$ cat src/rtl/mem_stage_ldq_pkg.sv
// Shared MEM-stage definitions: load-op bit positions, exception width,
// queue entry layout and the MS->WS bus field order.
package mem_stage_ldq_pkg;

  localparam int LD_W  = 0;
  localparam int LD_HU = 1;
  localparam int LD_H  = 2;
  localparam int LD_BU = 3;
  localparam int LD_B  = 4;

  localparam int EXC_W_DEF = 7;

  typedef struct packed {
    logic [31:0] pc;
    logic [31:0] result;
    logic        rf_we;
    logic [4:0]  waddr;
    logic        rfm;
    logic [4:0]  ld_op;
    logic        wt;
  } ms_ent_t;

  typedef struct packed {
    logic [31:0] pc;
    logic        rf_we;
    logic [4:0]  rf_waddr;
    logic [31:0] rf_wdata;
  } ms2ws_t;

endpackage

$ cat src/rtl/mem_stage_ldq_if.sv
// EXE -> MEM handshake and op bus.
// master = EXE side, slave = MEM side.
interface mem_stage_ldq_if #(
  parameter int EXC_W = 7
) ();
  logic             es2ms_valid;
  logic             ms_allowin;
  logic [31:0]      es_pc;
  logic [31:0]      es_result;
  logic             es_rf_we;
  logic [4:0]       es_rf_waddr;
  logic             es_res_from_mem;
  logic [4:0]       es_ld_op;
  logic             es_wait_data_ok;
  logic [EXC_W-1:0] es_exc;

  modport master (
    output es2ms_valid, es_pc, es_result,
    output es_rf_we, es_rf_waddr,
    output es_res_from_mem, es_ld_op,
    output es_wait_data_ok, es_exc,
    input  ms_allowin
  );

  modport slave (
    input  es2ms_valid, es_pc, es_result,
    input  es_rf_we, es_rf_waddr,
    input  es_res_from_mem, es_ld_op,
    input  es_wait_data_ok, es_exc,
    output ms_allowin
  );
endinterface

$ cat src/rtl/mem_stage_ldq_align.sv
// Load data alignment: byte-lane shift then sign/zero extension.
// Shared by the WB head path and the ID bypass path.
module ms_load_align
  import mem_stage_ldq_pkg::*;
(
  input  logic [31:0] rdata,
  input  logic [1:0]  off,
  input  logic [4:0]  ld_op,
  output logic [31:0] aligned
);
  logic [31:0] sh;

  assign sh = rdata >> {off, 3'b000};

  always_comb begin
    aligned = sh;
    unique case (1'b1)
      ld_op[LD_B]:  aligned = {{24{sh[7]}}, sh[7:0]};
      ld_op[LD_BU]: aligned = {24'b0, sh[7:0]};
      ld_op[LD_H]:  aligned = {{16{sh[15]}}, sh[15:0]};
      ld_op[LD_HU]: aligned = {16'b0, sh[15:0]};
      default:      aligned = sh;
    endcase
  end
endmodule

$ cat src/rtl/mem_stage_ldq.sv
// MEM stage load queue: DEPTH in-order ops with outstanding data_sram
// responses. MS_BYPASS_EN enables query forwarding (else stall-only).
module mem_stage_ldq
  import mem_stage_ldq_pkg::*;
#(
  parameter int DEPTH   = 2,
  parameter int NUM_QRY = 2,
  parameter int EXC_W   = EXC_W_DEF
) (
  input  logic                 clk,
  input  logic                 resetn,
  mem_stage_ldq_if.slave       es,
  input  logic                 data_sram_data_ok,
  input  logic [31:0]          data_sram_rdata,
  input  logic                 ws_allowin,
  output logic                 ms2ws_valid,
  output logic [31:0]          ms_pc,
  output logic                 ms_rf_we,
  output logic [4:0]           ms_rf_waddr,
  output logic [31:0]          ms_rf_wdata,
  output logic [EXC_W-1:0]     ms_exc,
  output logic                 ms_ex,
  input  logic                 wb_ex,
  input  logic [5*NUM_QRY-1:0] qry_raddr,
  output logic [NUM_QRY-1:0]   qry_hit,
  output logic [NUM_QRY-1:0]   qry_ready,
  output logic [32*NUM_QRY-1:0] qry_data
);
  localparam int PW = DEPTH > 1 ? $clog2(DEPTH) : 1;
  localparam int CW = $clog2(DEPTH + 1) + 1;

  ms_ent_t          ent [DEPTH];
  logic [EXC_W-1:0] exc [DEPTH];
  logic [31:0]      dat [DEPTH];
  logic [DEPTH-1:0] got;

  logic [PW-1:0] rd_ptr, wr_ptr;
  logic [CW-1:0] count, drop_cnt, pend;
  logic [PW-1:0] slot [DEPTH];
  logic [DEPTH-1:0] live;
  logic [PW-1:0] tgt;
  logic          tgt_found, take, drop_hit;
  logic          q_ne, push, pop;
  ms_ent_t       hd;
  logic [31:0]   head_src, head_al;
  ms2ws_t        wsb;

  function automatic logic [PW-1:0] nxt(input logic [PW-1:0] p);
    return (p == PW'(DEPTH - 1)) ? '0 : p + 1'b1;
  endfunction

  // slot[k] is the k-th oldest entry
  for (genvar k = 0; k < DEPTH; k++) begin : g_age
    assign slot[k] = PW'((32'(rd_ptr) + k) % DEPTH);
    assign live[k] = CW'(k) < count;
  end

  always_comb begin
    tgt_found = 1'b0;
    tgt       = '0;
    pend      = '0;
    for (int k = 0; k < DEPTH; k++) begin
      if (live[k] && ent[slot[k]].wt
          && !got[slot[k]]) begin
        if (!tgt_found) tgt = slot[k];
        tgt_found = 1'b1;
        pend      = pend + CW'(1);
      end
    end
  end

  assign drop_hit = data_sram_data_ok
                  & (drop_cnt != '0);
  assign take     = data_sram_data_ok
                  & (drop_cnt == '0) & tgt_found;

  assign q_ne = count != '0;
  assign hd   = ent[rd_ptr];

  assign ms2ws_valid = q_ne & (~hd.wt
                     | got[rd_ptr]
                     | (take & (tgt == rd_ptr)));
  assign pop = ms2ws_valid & ws_allowin;

  assign es.ms_allowin =
    ((count + drop_cnt) < CW'(DEPTH)) | pop;
  assign push = es.es2ms_valid & es.ms_allowin
              & ~wb_ex;

  assign head_src = got[rd_ptr] ? dat[rd_ptr]
                                : data_sram_rdata;

  ms_load_align u_head_al (
    .rdata   (head_src),
    .off     (hd.result[1:0]),
    .ld_op   (hd.ld_op),
    .aligned (head_al)
  );

  always_comb begin
    wsb = '0;
    if (q_ne) begin
      wsb.pc       = hd.pc;
      wsb.rf_we    = hd.rf_we;
      wsb.rf_waddr = hd.waddr;
      wsb.rf_wdata = hd.rfm ? head_al : hd.result;
    end
  end

  assign ms_pc       = wsb.pc;
  assign ms_rf_we    = wsb.rf_we;
  assign ms_rf_waddr = wsb.rf_waddr;
  assign ms_rf_wdata = wsb.rf_wdata;
  assign ms_exc      = q_ne ? exc[rd_ptr] : '0;
  assign ms_ex       = q_ne & (|exc[rd_ptr]);

  // response lands before the flush retires its target
  always_ff @(posedge clk) begin
    if (!resetn) begin
      count    <= '0;
      drop_cnt <= '0;
      rd_ptr   <= '0;
      wr_ptr   <= '0;
      got      <= '0;
    end else begin
      drop_cnt <= drop_cnt - CW'(drop_hit)
                + (wb_ex ? pend - CW'(take) : '0);
      if (take) got[tgt] <= 1'b1;
      if (wb_ex) begin
        count  <= '0;
        rd_ptr <= '0;
        wr_ptr <= '0;
      end else begin
        if (pop) rd_ptr <= nxt(rd_ptr);
        if (push) begin
          wr_ptr      <= nxt(wr_ptr);
          got[wr_ptr] <= 1'b0;
        end
        count <= count + CW'(push) - CW'(pop);
      end
    end
  end

  always_ff @(posedge clk) begin
    if (take) dat[tgt] <= data_sram_rdata;
    if (push) begin
      ent[wr_ptr] <= '{
        pc:     es.es_pc,
        result: es.es_result,
        rf_we:  es.es_rf_we,
        waddr:  es.es_rf_waddr,
        rfm:    es.es_res_from_mem,
        ld_op:  es.es_ld_op,
        wt:     es.es_wait_data_ok & ~(|es.es_exc)
      };
      exc[wr_ptr] <= es.es_exc;
    end
  end

  for (genvar i = 0; i < NUM_QRY; i++) begin : g_qry
    logic [4:0] ra;
    logic       hit_i;
`ifdef MS_BYPASS_EN
    logic [PW-1:0] sel;
    logic [31:0]   al;
`endif

    assign ra = qry_raddr[5*i +: 5];

    // later (younger) matches override older ones
    always_comb begin
      hit_i = 1'b0;
`ifdef MS_BYPASS_EN
      sel = '0;
`endif
      for (int k = 0; k < DEPTH; k++) begin
        if (live[k] && ent[slot[k]].rf_we
            && ent[slot[k]].waddr == ra
            && ra != 5'd0) begin
          hit_i = 1'b1;
`ifdef MS_BYPASS_EN
          sel = slot[k];
`endif
        end
      end
    end

    assign qry_hit[i] = hit_i;

`ifdef MS_BYPASS_EN
    ms_load_align u_qry_al (
      .rdata   (dat[sel]),
      .off     (ent[sel].result[1:0]),
      .ld_op   (ent[sel].ld_op),
      .aligned (al)
    );
    assign qry_ready[i] = hit_i
      & (~ent[sel].rfm | got[sel]);
    assign qry_data[32*i +: 32] = !hit_i ? '0
      : ent[sel].rfm ? al : ent[sel].result;
`else
    assign qry_ready[i] = 1'b0;
    assign qry_data[32*i +: 32] = '0;
`endif
  end
endmodule

$ cat src/flat_wrapper.sv
// flat-port wrapper written by rule: the top's interface ports become plain ports
module mem_stage_ldq_flat import mem_stage_ldq_pkg::*;
#(
  parameter int DEPTH   = 2,
  parameter int NUM_QRY = 2,
  parameter int EXC_W   = EXC_W_DEF
)
  (clk, resetn, data_sram_data_ok, data_sram_rdata, ws_allowin, ms2ws_valid, ms_pc, ms_rf_we, ms_rf_waddr, ms_rf_wdata, ms_exc, ms_ex, wb_ex, qry_raddr, qry_hit, qry_ready, qry_data, es_es2ms_valid, es_es_pc, es_es_result, es_es_rf_we, es_es_rf_waddr, es_es_res_from_mem, es_es_ld_op, es_es_wait_data_ok, es_es_exc, es_ms_allowin);
  mem_stage_ldq_if #(.EXC_W(EXC_W)) es_i ();
  input  logic clk;
  input  logic resetn;
  input  logic data_sram_data_ok;
  input  logic [31:0] data_sram_rdata;
  input  logic ws_allowin;
  output logic ms2ws_valid;
  output logic [31:0] ms_pc;
  output logic ms_rf_we;
  output logic [4:0] ms_rf_waddr;
  output logic [31:0] ms_rf_wdata;
  output logic [EXC_W-1:0] ms_exc;
  output logic ms_ex;
  input  logic wb_ex;
  input  logic [5*NUM_QRY-1:0] qry_raddr;
  output logic [NUM_QRY-1:0] qry_hit;
  output logic [NUM_QRY-1:0] qry_ready;
  output logic [32*NUM_QRY-1:0] qry_data;
  input wire logic [$bits(es_i.es2ms_valid)-1:0] es_es2ms_valid;
  input wire logic [$bits(es_i.es_pc)-1:0] es_es_pc;
  input wire logic [$bits(es_i.es_result)-1:0] es_es_result;
  input wire logic [$bits(es_i.es_rf_we)-1:0] es_es_rf_we;
  input wire logic [$bits(es_i.es_rf_waddr)-1:0] es_es_rf_waddr;
  input wire logic [$bits(es_i.es_res_from_mem)-1:0] es_es_res_from_mem;
  input wire logic [$bits(es_i.es_ld_op)-1:0] es_es_ld_op;
  input wire logic [$bits(es_i.es_wait_data_ok)-1:0] es_es_wait_data_ok;
  input wire logic [$bits(es_i.es_exc)-1:0] es_es_exc;
  output wire logic [$bits(es_i.ms_allowin)-1:0] es_ms_allowin;
  assign es_i.es2ms_valid = es_es2ms_valid;
  assign es_i.es_pc = es_es_pc;
  assign es_i.es_result = es_es_result;
  assign es_i.es_rf_we = es_es_rf_we;
  assign es_i.es_rf_waddr = es_es_rf_waddr;
  assign es_i.es_res_from_mem = es_es_res_from_mem;
  assign es_i.es_ld_op = es_es_ld_op;
  assign es_i.es_wait_data_ok = es_es_wait_data_ok;
  assign es_i.es_exc = es_es_exc;
  assign es_ms_allowin = es_i.ms_allowin;
  mem_stage_ldq #(.DEPTH(DEPTH), .NUM_QRY(NUM_QRY), .EXC_W(EXC_W)) u_core (.clk(clk), .resetn(resetn), .es(es_i), .data_sram_data_ok(data_sram_data_ok), .data_sram_rdata(data_sram_rdata), .ws_allowin(ws_allowin), .ms2ws_valid(ms2ws_valid), .ms_pc(ms_pc), .ms_rf_we(ms_rf_we), .ms_rf_waddr(ms_rf_waddr), .ms_rf_wdata(ms_rf_wdata), .ms_exc(ms_exc), .ms_ex(ms_ex), .wb_ex(wb_ex), .qry_raddr(qry_raddr), .qry_hit(qry_hit), .qry_ready(qry_ready), .qry_data(qry_data));
endmodule
$ cat config.mk
export PLATFORM = sky130hd
export DESIGN_NAME = mem_stage_ldq_flat
export DESIGN_NICKNAME = d
export VERILOG_FILES = /design/src/rtl/mem_stage_ldq_pkg.sv /design/src/rtl/mem_stage_ldq_if.sv /design/src/rtl/mem_stage_ldq_align.sv /design/src/rtl/mem_stage_ldq.sv /design/src/flat_wrapper.sv
export SDC_FILE = /design/constraint.sdc
export NUM_CORES = 1
export LEC_CHECK = 0
export CAP_MARGIN = 40
export CORE_MARGIN = 5
export CORE_UTILIZATION = 25
export DETAILED_ROUTE_END_ITERATION = 7
export SLEW_MARGIN = 20
export SYNTH_ARGS = -nofsm -noshare
export SYNTH_HDL_FRONTEND = slang
export SYNTH_SLANG_ARGS = --single-unit
export TNS_END_PERCENT = 50
$ cat constraint.sdc
create_clock -name clk -period 16.6 [get_ports clk]
set_input_delay 1.66 -clock clk [delete_from_list [all_inputs] [get_ports clk]]
set_output_delay 1.66 -clock clk [all_outputs]
set_load 0.02 [all_outputs]
==> run_results.csv, run 1 <==
group,metric,value,unit
finish,mostFrequentLayoutCells,"230 x edfxtp_1, 212 x clkdlybuf4s50_1, 88 x mux2i_1, 81 x nor2_1, 66 x conb_1",
clock_tree,clkSinkCount,241,
yosys,syn_avg_cell_area,13.2,µm²
die,ios,280,
placed_design,dp_hpwl,24300,µm
timing,fin_crit,6010,ps
min_path,hold_path.class,"register to register",
min_path,hp-start,"u_core.wr_ptr",
worst_setup_path,critPathMaxFanout,6,
worst_setup_path,reg2reg_depth,9,
detailed_routing,vias,7895,
worst_setup_path,cp_slowest_cell,"clkdlybuf4s50_1",
clock_tree,cts_buffer_depth,3,
detailed_routing,drt-wirelength-per-cell,19.4,µm
global_routing,grt_first_pass_wirelength,48700,µm
clock_tree,postCtsSetupBuffers,0,
worst_setup_path,cp.arrival,4350,ps
detailed_routing,routed_wl,33700,µm
placed_design,port_buffers,212,
finish,area_growth,28.7,%
clock_tree,cts_made_buffers,27,
global_routing,grt_pass1_vias,7886,
global_routing,grt_antenna_before_repair,15,
min_path,hold_end,"u_core.wr_ptr",
die,die_y,227,µm
finish,layout_commonest_cell,"edfxtp_1",
timing,worst-slew-pin-transition,883,ps
timing,finalSetupTns,0,ps
clock_tree,hold_buffers,0,
detailed_routing,viasPerCell,4.56,
worst_setup_path,start_kind,"input port",
yosys,synthCells,894,
worst_setup_path,timing.rr.start,"u_core.rd_ptr",
detailed_routing,firstDrtPassIters,5,
die,fp.dieW,227,µm
clock_tree,clk_pin_slew,60,ps
die,start_util,0.253,
global_routing,grt_remaining_overflow,0,
clock_tree,cts.repair.resized,0,
die,dieArea,51700,µm²
worst_setup_path,crit_chain,"clkdlybuf4s50_1 > inv_1 > mux4_2 > nor2_2 > o21ai_2 > a311oi_1 > clkdlybuf4s50_1",
finish,fillers,4633,
global_routing,grt_usage,0.123,
finish,fin_nets,1245,
timing,timing.fmax,0.166,GHz
worst_setup_path,r2r_slack,11960,ps
timing,report.final.hold_viol_count,0,
yosys,synth_cell_types,63,
worst_setup_path,worst_path_most_repeated_cell,"clkdlybuf4s50_1",
detailed_routing,antenna_left,0,
global_routing,global_route.usage.met2,0.195,
yosys,yosysWarnings,0,
status,status,"finished, final reports clean",
global_routing,grt_use_met3,0.0414,
yosys,netlist_area,11800,µm²
yosys,synth-seq-cells,241,
finish,multi_input_area,4080,µm²
job,max_cap_viol_count,0,
timing,min_period_over_period,0.362,
timing,setup_viol_count_final,0,
finish,regArea,7130,µm²
placed_design,globalplace.congestion,0.862,
worst_setup_path,cp_data_required_time,14940,ps
global_routing,met1_usage,0.156,
timing,finClkSkew,13.0,ps
die,core-area,46700,µm²
global_routing,top_usage_layer,"met2",
worst_setup_path,max_stage_delay,740,ps
timing,slew_headroom,0.400,
worst_setup_path,critical_path_class,"input port to output pin",
timing,rsz0062_at_grt,"no",
clock_tree,cts_tree,"yes",
die,core.rowCount,79,
detailed_routing,drt_iter0_markers,478,
yosys,synth-edff-count,230,
global_routing,grt_max_degree,67,
clock_tree,clkLatencyLatePin,550,ps
worst_setup_path,end_kind,"output pin",
clock_tree,htreeDepth,1,
power,power_density,108,nW/µm²
min_path,min_path_cells,2,
yosys,async_flop_share,0,
yosys,yosysSeqAreaShare,0.603,
timing,slew_violations,0,
power,total_leakage_power,4.86,nW
power,vdd_drop_max,0.0000596,V
detailed_routing,drc_errors,0,
yosys,synth-main-ff-cell,"edfxtp_1",
clock_tree,clockRootBuffer,"clkbuf_16",
finish,drive_above_1_share,0.104,
worst_setup_path,r2r-end,"u_core.ent[0][63]",
timing,holdWs,534,ps
[report_power, final]
group / internal (W) / switching (W) / leakage (nW)
logic: 0.000133 / 0.000192 / 2.24
registers: 0.000711 / 0.0000154 / 2.18
clock network: 0.000354 / 0.000239 / 0.435
[synth_stat cells, types with 5 or more instances]
cell	instances	share of area
xor2_1	6	0.0044
nand2b_1	7	0.0037
nand3_1	7	0.0030
a21oi_1	39	0.017
and2_1	8	0.0042
a221oi_1	5	0.0037
mux2i_1	88	0.075
nor2_1	83	0.026
nor2b_1	13	0.0069
nor4_1	7	0.0037
o311ai_0	5	0.0037
buf_4	76	0.048
xnor2_1	19	0.014
mux2_2	27	0.026
clkbuf_1	14	0.0044
nand2_1	52	0.017
o22ai_1	18	0.0095
mux4_2	9	0.017
buf_6	10	0.0095
o21ai_0	25	0.011
inv_1	19	0.0060
a211oi_1	19	0.012
ha_1	11	0.012
a211o_1	7	0.0052
edfxtp_1	230	0.58
dfxtp_1	11	0.019
nor3_1	8	0.0034
buf_2	12	0.0051
[layout make-up]
class / instances / area share
antenna: 5 / 0.000823
clock buffer: 34 / 0.0475
clock inverter: 16 / 0.0109
inverter: 20 / 0.00494
multi-input combinational: 584 / 0.268
sequential: 241 / 0.469
tap: 607 / 0.0499
timing repair buffer: 225 / 0.149
[metal layers]
| layer | vias to the layer above | share of wire |
|---|---|---|
| li1 | 3635 | - |
| met1 | 3847 | 0.42 |
| met2 | 311 | 0.45 |
| met3 | 80 | 0.088 |
| met4 | 22 | 0.040 |
| met5 | - | 0.0042 |
[cell families (layout without fill, tap and decap cells)]
family | Yosys count | in the layout | share of synthesized area
xor+xnor | 25 | 25 | 0.0185
simple gates | 203 | 203 | 0.0790
other cells | 1 | 71 | 0.000317
compound gates | 147 | 147 | 0.0843
mux | 129 | 129 | 0.124
buf+inv | 134 | 295 | 0.0743
flops | 241 | 241 | 0.603
fa+ha+maj | 14 | 14 | 0.0167
[state kept, by name (all words and copies together) (netlist names), named ones only]
register         count
u_core.ent         152
u_core.dat          64
u_core.exc          14
u_core.count         3
u_core.drop_cnt      3
u_core.got           2
u_core.rd_ptr        1
u_core.wr_ptr        1
[worst max path at each step]
stage          cells after the start          endpoint           startpoint
2_1_floorplan                     11  u_core.ent[0][0]        u_core.rd_ptr
3_3_place_gp                       7   ms_rf_wdata[15]  data_sram_rdata[23]
3_5_place_dp                       7   ms_rf_wdata[15]  data_sram_rdata[31]
4_1_cts                            8     es_ms_allowin        u_core.rd_ptr
5_1_grt                            8     es_ms_allowin        u_core.rd_ptr
6_report                           7   ms_rf_wdata[15]  data_sram_rdata[31]
[per-stage QoR]
stage / setup WS (ps) / cells / util / area [µm²] / power, W
6_report: 10590 / 1732 / 0.326 / 15200 / 0.00165
3_3_place_gp: 10360 / 1674 / 0.305 / 14200 / 0.00106
5_1_grt: 10390 / 1728 / 0.326 / 15200 / 0.00172
2_1_floorplan: 10090 / 959 / - / 12100 / 0.000941
3_5_place_dp: 10570 / 1677 / 0.307 / 14300 / 0.00107
4_1_cts: 10570 / 1727 / 0.326 / 15200 / 0.00167
[critical path: cells and delay by family]
kind,cells,cell delay [ps]
buf+inv,3,1310
simple gates,1,140
compound gates,2,720
mux,1,510
Power figures use the tool's default switching activity.
==> run 2, diff against run 1 <==
clock period = 5.71 ns   (was 16.6 ns; I/O delays follow)
==> run_results.csv, run 2 (synthesized netlist as in run 1, its figures left out) <==
group,metric,value,unit
status,status,"finished, final reports clean",
global_routing,top_usage_layer,"met2",
clock_tree,clkLatencyLatePin,540,ps
timing,slew_violations,0,
worst_setup_path,crit_end,"es_ms_allowin",
global_routing,grt_max_degree,43,
global_routing,global_route.usage.met2,0.200,
worst_setup_path,r2r-end,"u_core.count[2]",
finish,drive_above_1_share,0.103,
worst_setup_path,timing.rr.start,"u_core.rd_ptr",
power,combinationalPowerShare,0.204,
detailed_routing,routed_wl,34100,µm
clock_tree,clockRootBuffer,"clkbuf_16",
global_routing,grt_remaining_overflow,0,
die,start_util,0.253,
die,dieArea,51700,µm²
finish,fin_nets,1249,
die,core.rowCount,79,
power,seqPwrFrac,0.449,
timing,min_period_over_period,0.868,
global_routing,grt_usage,0.125,
worst_setup_path,critPathMaxFanout,42,
timing,slew_headroom,0.416,
power,total_leakage_power,4.85,nW
die,die_y,227,µm
placed_design,dp_hpwl,24900,µm
placed_design,port_buffers,212,
worst_setup_path,start_kind,"register",
worst_setup_path,critical_path_class,"register to output pin",
clock_tree,cts.repair.resized,0,
global_routing,grt_first_pass_wirelength,49300,µm
job,max_cap_viol_count,0,
finish,multi_input_area,4090,µm²
finish,largest_reg_flops,152,
timing,report.final.hold_viol_count,0,
power,clkPwrFrac,0.346,
detailed_routing,drt-wirelength-per-cell,19.7,µm
worst_setup_path,crit_start,"u_core.rd_ptr",
placed_design,pre_cts_ws,1260,ps
worst_setup_path,r2r_slack,1220,ps
finish,area_growth,28.8,%
timing,timing.fmax,0.202,GHz
placed_design,globalplace.congestion,0.865,
die,core-area,46700,µm²
worst_setup_path,end_kind,"output pin",
clock_tree,htreeDepth,1,
detailed_routing,vias,7882,
clock_tree,postCtsSetupBuffers,0,
finish,mostFrequentLayoutCells,"230 x edfxtp_1, 212 x clkdlybuf4s50_1, 88 x mux2i_1, 81 x nor2_1, 66 x conb_1",
clock_tree,hold_buffers,0,
clock_tree,clk_pin_slew,60,ps
clock_tree,cts_tree,"yes",
global_routing,met1_usage,0.154,
global_routing,grt_antenna_before_repair,16,
clock_tree,cts_buffer_depth,3,
worst_setup_path,cp_data_required_time,5140,ps
detailed_routing,drc_errors,0,
power,power.net_switching,0.00129,W
global_routing,grt_use_met3,0.0476,
detailed_routing,viasPerCell,4.56,
clock_tree,cts_made_buffers,26,
die,ios,280,
min_path,hold_path.class,"register to register",
power,swShare,0.274,
power,power_density,309,nW/µm²
timing,setup_viol_count_final,0,
finish,fillers,4621,
timing,finClkSkew,8.76,ps
worst_setup_path,reg2reg_depth,12,
finish,layout_commonest_cell,"edfxtp_1",
global_routing,grt_pass1_vias,8022,
timing,rsz0062_at_grt,"no",
worst_setup_path,cp.arrival,4380,ps
finish,regArea,7130,µm²
detailed_routing,firstDrtPassIters,5,
timing,worst-slew-pin-transition,871,ps
finish,reg_top3,"u_core.ent x152, u_core.dat x64, u_core.exc x14",
timing,fin_ws,756,ps
power,vdd_drop_max,0.000225,V
detailed_routing,drt_iter0_markers,533,
detailed_routing,antenna_left,0,
timing,fin_crit,4950,ps
die,fp.dieW,227,µm
power,p_total,0.00471,W
clock_tree,clkSinkCount,241,
power,internal_power,0.00342,W
finish,top_register,"u_core.ent",
==> run 2: cell count changes in the layout (fill, tap and decap cells not counted), moves of 2 or more <==
cell and change:
buf_12 +4, clkbuf_1 +3, clkbuf_8 -2, clkinv_2 -4, diode_2 -3
==> run 2: cell type report <==
cell class,instances,area share
multi-input combinational,584,0.268
antenna,2,0.000329
timing repair buffer,230,0.154
clock inverter,11,0.00723
tap,607,0.0499
sequential,241,0.468
clock buffer,35,0.0464
inverter,20,0.00493
==> run 2: worst min-delay path by stage <==
| stage | startpoint | end | slack [ps] | depth (start not counted) |
|---|---|---|---|---|
| after detailed placement | u_core.wr_ptr | u_core.wr_ptr | 520 | 2 |
| after CTS | u_core.wr_ptr | u_core.wr_ptr | 540 | 2 |
| final | u_core.wr_ptr | u_core.wr_ptr | 530 | 2 |
| after global routing | u_core.wr_ptr | u_core.wr_ptr | 560 | 2 |
| after floorplan | u_core.wr_ptr | u_core.wr_ptr | 460 | 2 |
| after global placement | u_core.wr_ptr | u_core.wr_ptr | 520 | 2 |
==> run 2: per-layer routing <==
layer	part of all wire	routed length, µm	vias up
met5	0.0052	176	-
met3	0.097	3310	85
li1	-	-	3637
met2	0.46	15600	324
met1	0.40	13800	3808
met4	0.037	1250	28
==> run 2: power groups by stage <==
stage / registers, W / clock network, W / logic [W]
final: 0.00211 / 0.00163 / 0.000962
after global routing: 0.00212 / 0.00175 / 0.00104
after CTS: 0.00211 / 0.00168 / 0.000971
after detailed placement: 0.00215 / 0 / 0.000965
after global placement: 0.00215 / 0 / 0.000954
after floorplan: 0.00215 / 0 / 0.000589
==> run 2: critical path: stages (launching register included) <==
cell             delay (ps)
dfxtp_1                 840
mux2_4                  560
nor3_1                  440
ha_1                    330
nor4b_1                 350
a311oi_1                120
o2111a_1                340
or2_2                   310
clkdlybuf4s50_1         540
==> run 2: stage by stage <==
| stage | hold WS, ps | instance area, µm² | utilization | instances | setup TNS (ps) |
|---|---|---|---|---|---|
| 2_1_floorplan | 461 | 12100 | - | 959 | -133490 |
| 3_3_place_gp | 516 | 14300 | 0.307 | 1679 | 0 |
| 3_5_place_dp | 524 | 14400 | 0.309 | 1682 | 0 |
| 4_1_cts | 536 | 15200 | 0.326 | 1728 | 0 |
| 5_1_grt | 559 | 15200 | 0.326 | 1729 | 0 |
| 6_report | 531 | 15200 | 0.326 | 1730 | 0 |
==> run 3, diff against run 2 <==
SLEW_MARGIN = not set   (was 20)
SYNTH_HIERARCHICAL = 1   (was not set)
==> run_results.csv, run 3 <==
group,metric,value,unit
timing,slew_headroom,0.411,
power,p_total,0.00475,W
detailed_routing,drt-wirelength-per-cell,18.0,µm
finish,drive_above_1_share,0.0874,
power,power.net_switching,0.00127,W
clock_tree,htreeDepth,1,
detailed_routing,firstDrtPassIters,5,
finish,fin_nets,1223,
die,core-area,46500,µm²
detailed_routing,wl_met3,2840,µm
clock_tree,postCtsSetupBuffers,0,
die,start_util,0.252,
global_routing,grt_antenna_before_repair,16,
worst_setup_path,path_buf_inv,3,
worst_setup_path,start_kind,"register",
power,power_density,313,nW/µm²
timing,min_period_over_period,0.928,
timing,finClkSkew,15.3,ps
clock_tree,clockRootBuffer,"clkbuf_16",
die,ios,280,
finish,reg_top3,"u_core/ent x152, u_core/dat x64, u_core/exc x14",
worst_setup_path,max_stage_delay,850,ps
clock_tree,clkSinkCount,241,
die,dieArea,51300,µm²
timing,rsz0062_at_grt,"no",
clock_tree,cts_tree,"yes",
power,internal_power,0.00348,W
job,max_cap_viol_count,0,
yosys,yosysWarnings,6,
clock_tree,cts.repair.resized,0,
power,vdd_drop_max,0.000234,V
power,combinationalPowerShare,0.195,
clock_tree,clk_pin_slew,60,ps
clock_tree,cts_made_buffers,27,
yosys,netlist_area,11700,µm²
detailed_routing,drc_errors,0,
detailed_routing,drt_iter0_markers,340,
min_path,hold_path.class,"register to register",
timing,slew_violations,0,
worst_setup_path,cp.arrival,4730,ps
power,seqPwrFrac,0.441,
global_routing,grt_usage,0.114,
detailed_routing,m1WireLength,12900,µm
timing,finalSetupTns,0,ps
global_routing,grt_first_pass_wirelength,45300,µm
power,total_leakage_power,4.94,nW
finish,fin_util,0.327,
timing,worst-slew-pin-transition,865,ps
worst_setup_path,cp_slowest_cell,"mux2i_4",
detailed_routing,vias,7476,
status,status,"finished, final reports clean",
detailed_routing,wl_met2,13900,µm
die,die_y,227,µm
yosys,synthCells,872,
finish,top_register,"u_core/ent",
placed_design,dp_hpwl,22900,µm
yosys,syn_avg_cell_area,13.4,µm²
global_routing,grt_remaining_overflow,0,
power,clkPwrFrac,0.364,
timing,report.final.hold_viol_count,0,
worst_setup_path,crit_chain,"mux2i_4 > buf_4 > buf_4 > nand2_1 > o21ai_0 > mux2i_1 > a2bb2oi_1 > o21ai_0 > nor2_1 > a211oi_1 > clkdlybuf4s50_1",
timing,fin_crit,5300,ps
worst_setup_path,cp_data_required_time,5140,ps
placed_design,port_buffers,212,
clock_tree,clkLatencyLatePin,540,ps
timing,fin_ws,409,ps
placed_design,globalplace.congestion,0.835,
die,fp.dieW,227,µm
finish,area_growth,29.6,%
detailed_routing,routed_wl,30900,µm
placed_design,pre_cts_ws,957,ps
worst_setup_path,cp_top_family,"buffers and inverters",
detailed_routing,top_layer,"met5",
worst_setup_path,critPathMaxFanout,31,
worst_setup_path,critical_path_class,"register to output pin",
global_routing,grt_max_degree,50,
detailed_routing,viasPerCell,4.36,
finish,largest_reg_flops,152,
worst_setup_path,end_kind,"output pin",
power,swShare,0.267,
finish,mostFrequentLayoutCells,"230 x edfxtp_1, 212 x clkdlybuf4s50_1, 125 x mux2i_1, 88 x nor2_1, 66 x conb_1",
finish,layout_commonest_cell,"edfxtp_1",
timing,setup_viol_count_final,0,
clock_tree,hold_buffers,0,
detailed_routing,antenna_left,0,
die,core.rowCount,79,
clock_tree,cts_buffer_depth,3,
global_routing,grt_pass1_vias,7574,
timing,timing.fmax,0.189,GHz
-- run 3: metrics by stage --
stage	hold slack, ps	std cells	area, µm²
floorplan	477	937	12000
global placement	532	1656	14300
detailed placement	545	1657	14300
CTS	557	1706	15200
global route	576	1709	15200
finish	559	1713	15200
-- run 3: path summary, 6_finish.rpt --
| check | startpoint | endpoint | slack (ps) | cells after the start |
|---|---|---|---|---|
| setup / recovery | u_core/rd_ptr | ms_rf_wdata[11] | 410 | 11 |
| hold / removal | u_core/got[1] | u_core/got[1] | 560 | 2 |
| setup reg to reg | register | u_core/drop_cnt[2] | 1760 | 15 |
| hold reg to reg | u_core/got[1] | u_core/got[1] | 560 | 2 |
-- run 3: cell type report --
type / count / area (µm²)
Clock inverter: 21 / 209
Fill cell: 4599 / 31300
Sequential cell: 241 / 7130
Timing Repair Buffer: 228 / 2280
Inverter: 14 / 52.6
Multi-Input combinational cell: 567 / 4060
Tap cell: 607 / 759
Clock buffer: 28 / 679
Antenna cell: 7 / 17.5
-- run 3: worst min-delay path, delay by kind of cell (launching register included) --
family	cells	cell delay (ps)
DFF	1	360
AOI/OAI and AO/OA	1	60
buffers and inverters	1	100
-- run 3: per-layer routing --
metal  vias up  global-route usage
met3        75              0.0449
met1      3575               0.142
met2       263               0.180
met4        18              0.0452
li1       3545                   -
met5         -                   0
-- run 3: power by group through the flow --
stage	clock network (W)	logic [W]	registers, W
6_report	0.00173	0.000928	0.00209
2_1_floorplan	0	0.000596	0.00214
3_5_place_dp	0	0.000936	0.00213
4_1_cts	0.00179	0.000941	0.00210
5_1_grt	0.00187	0.00101	0.00210
3_3_place_gp	0	0.000921	0.00213
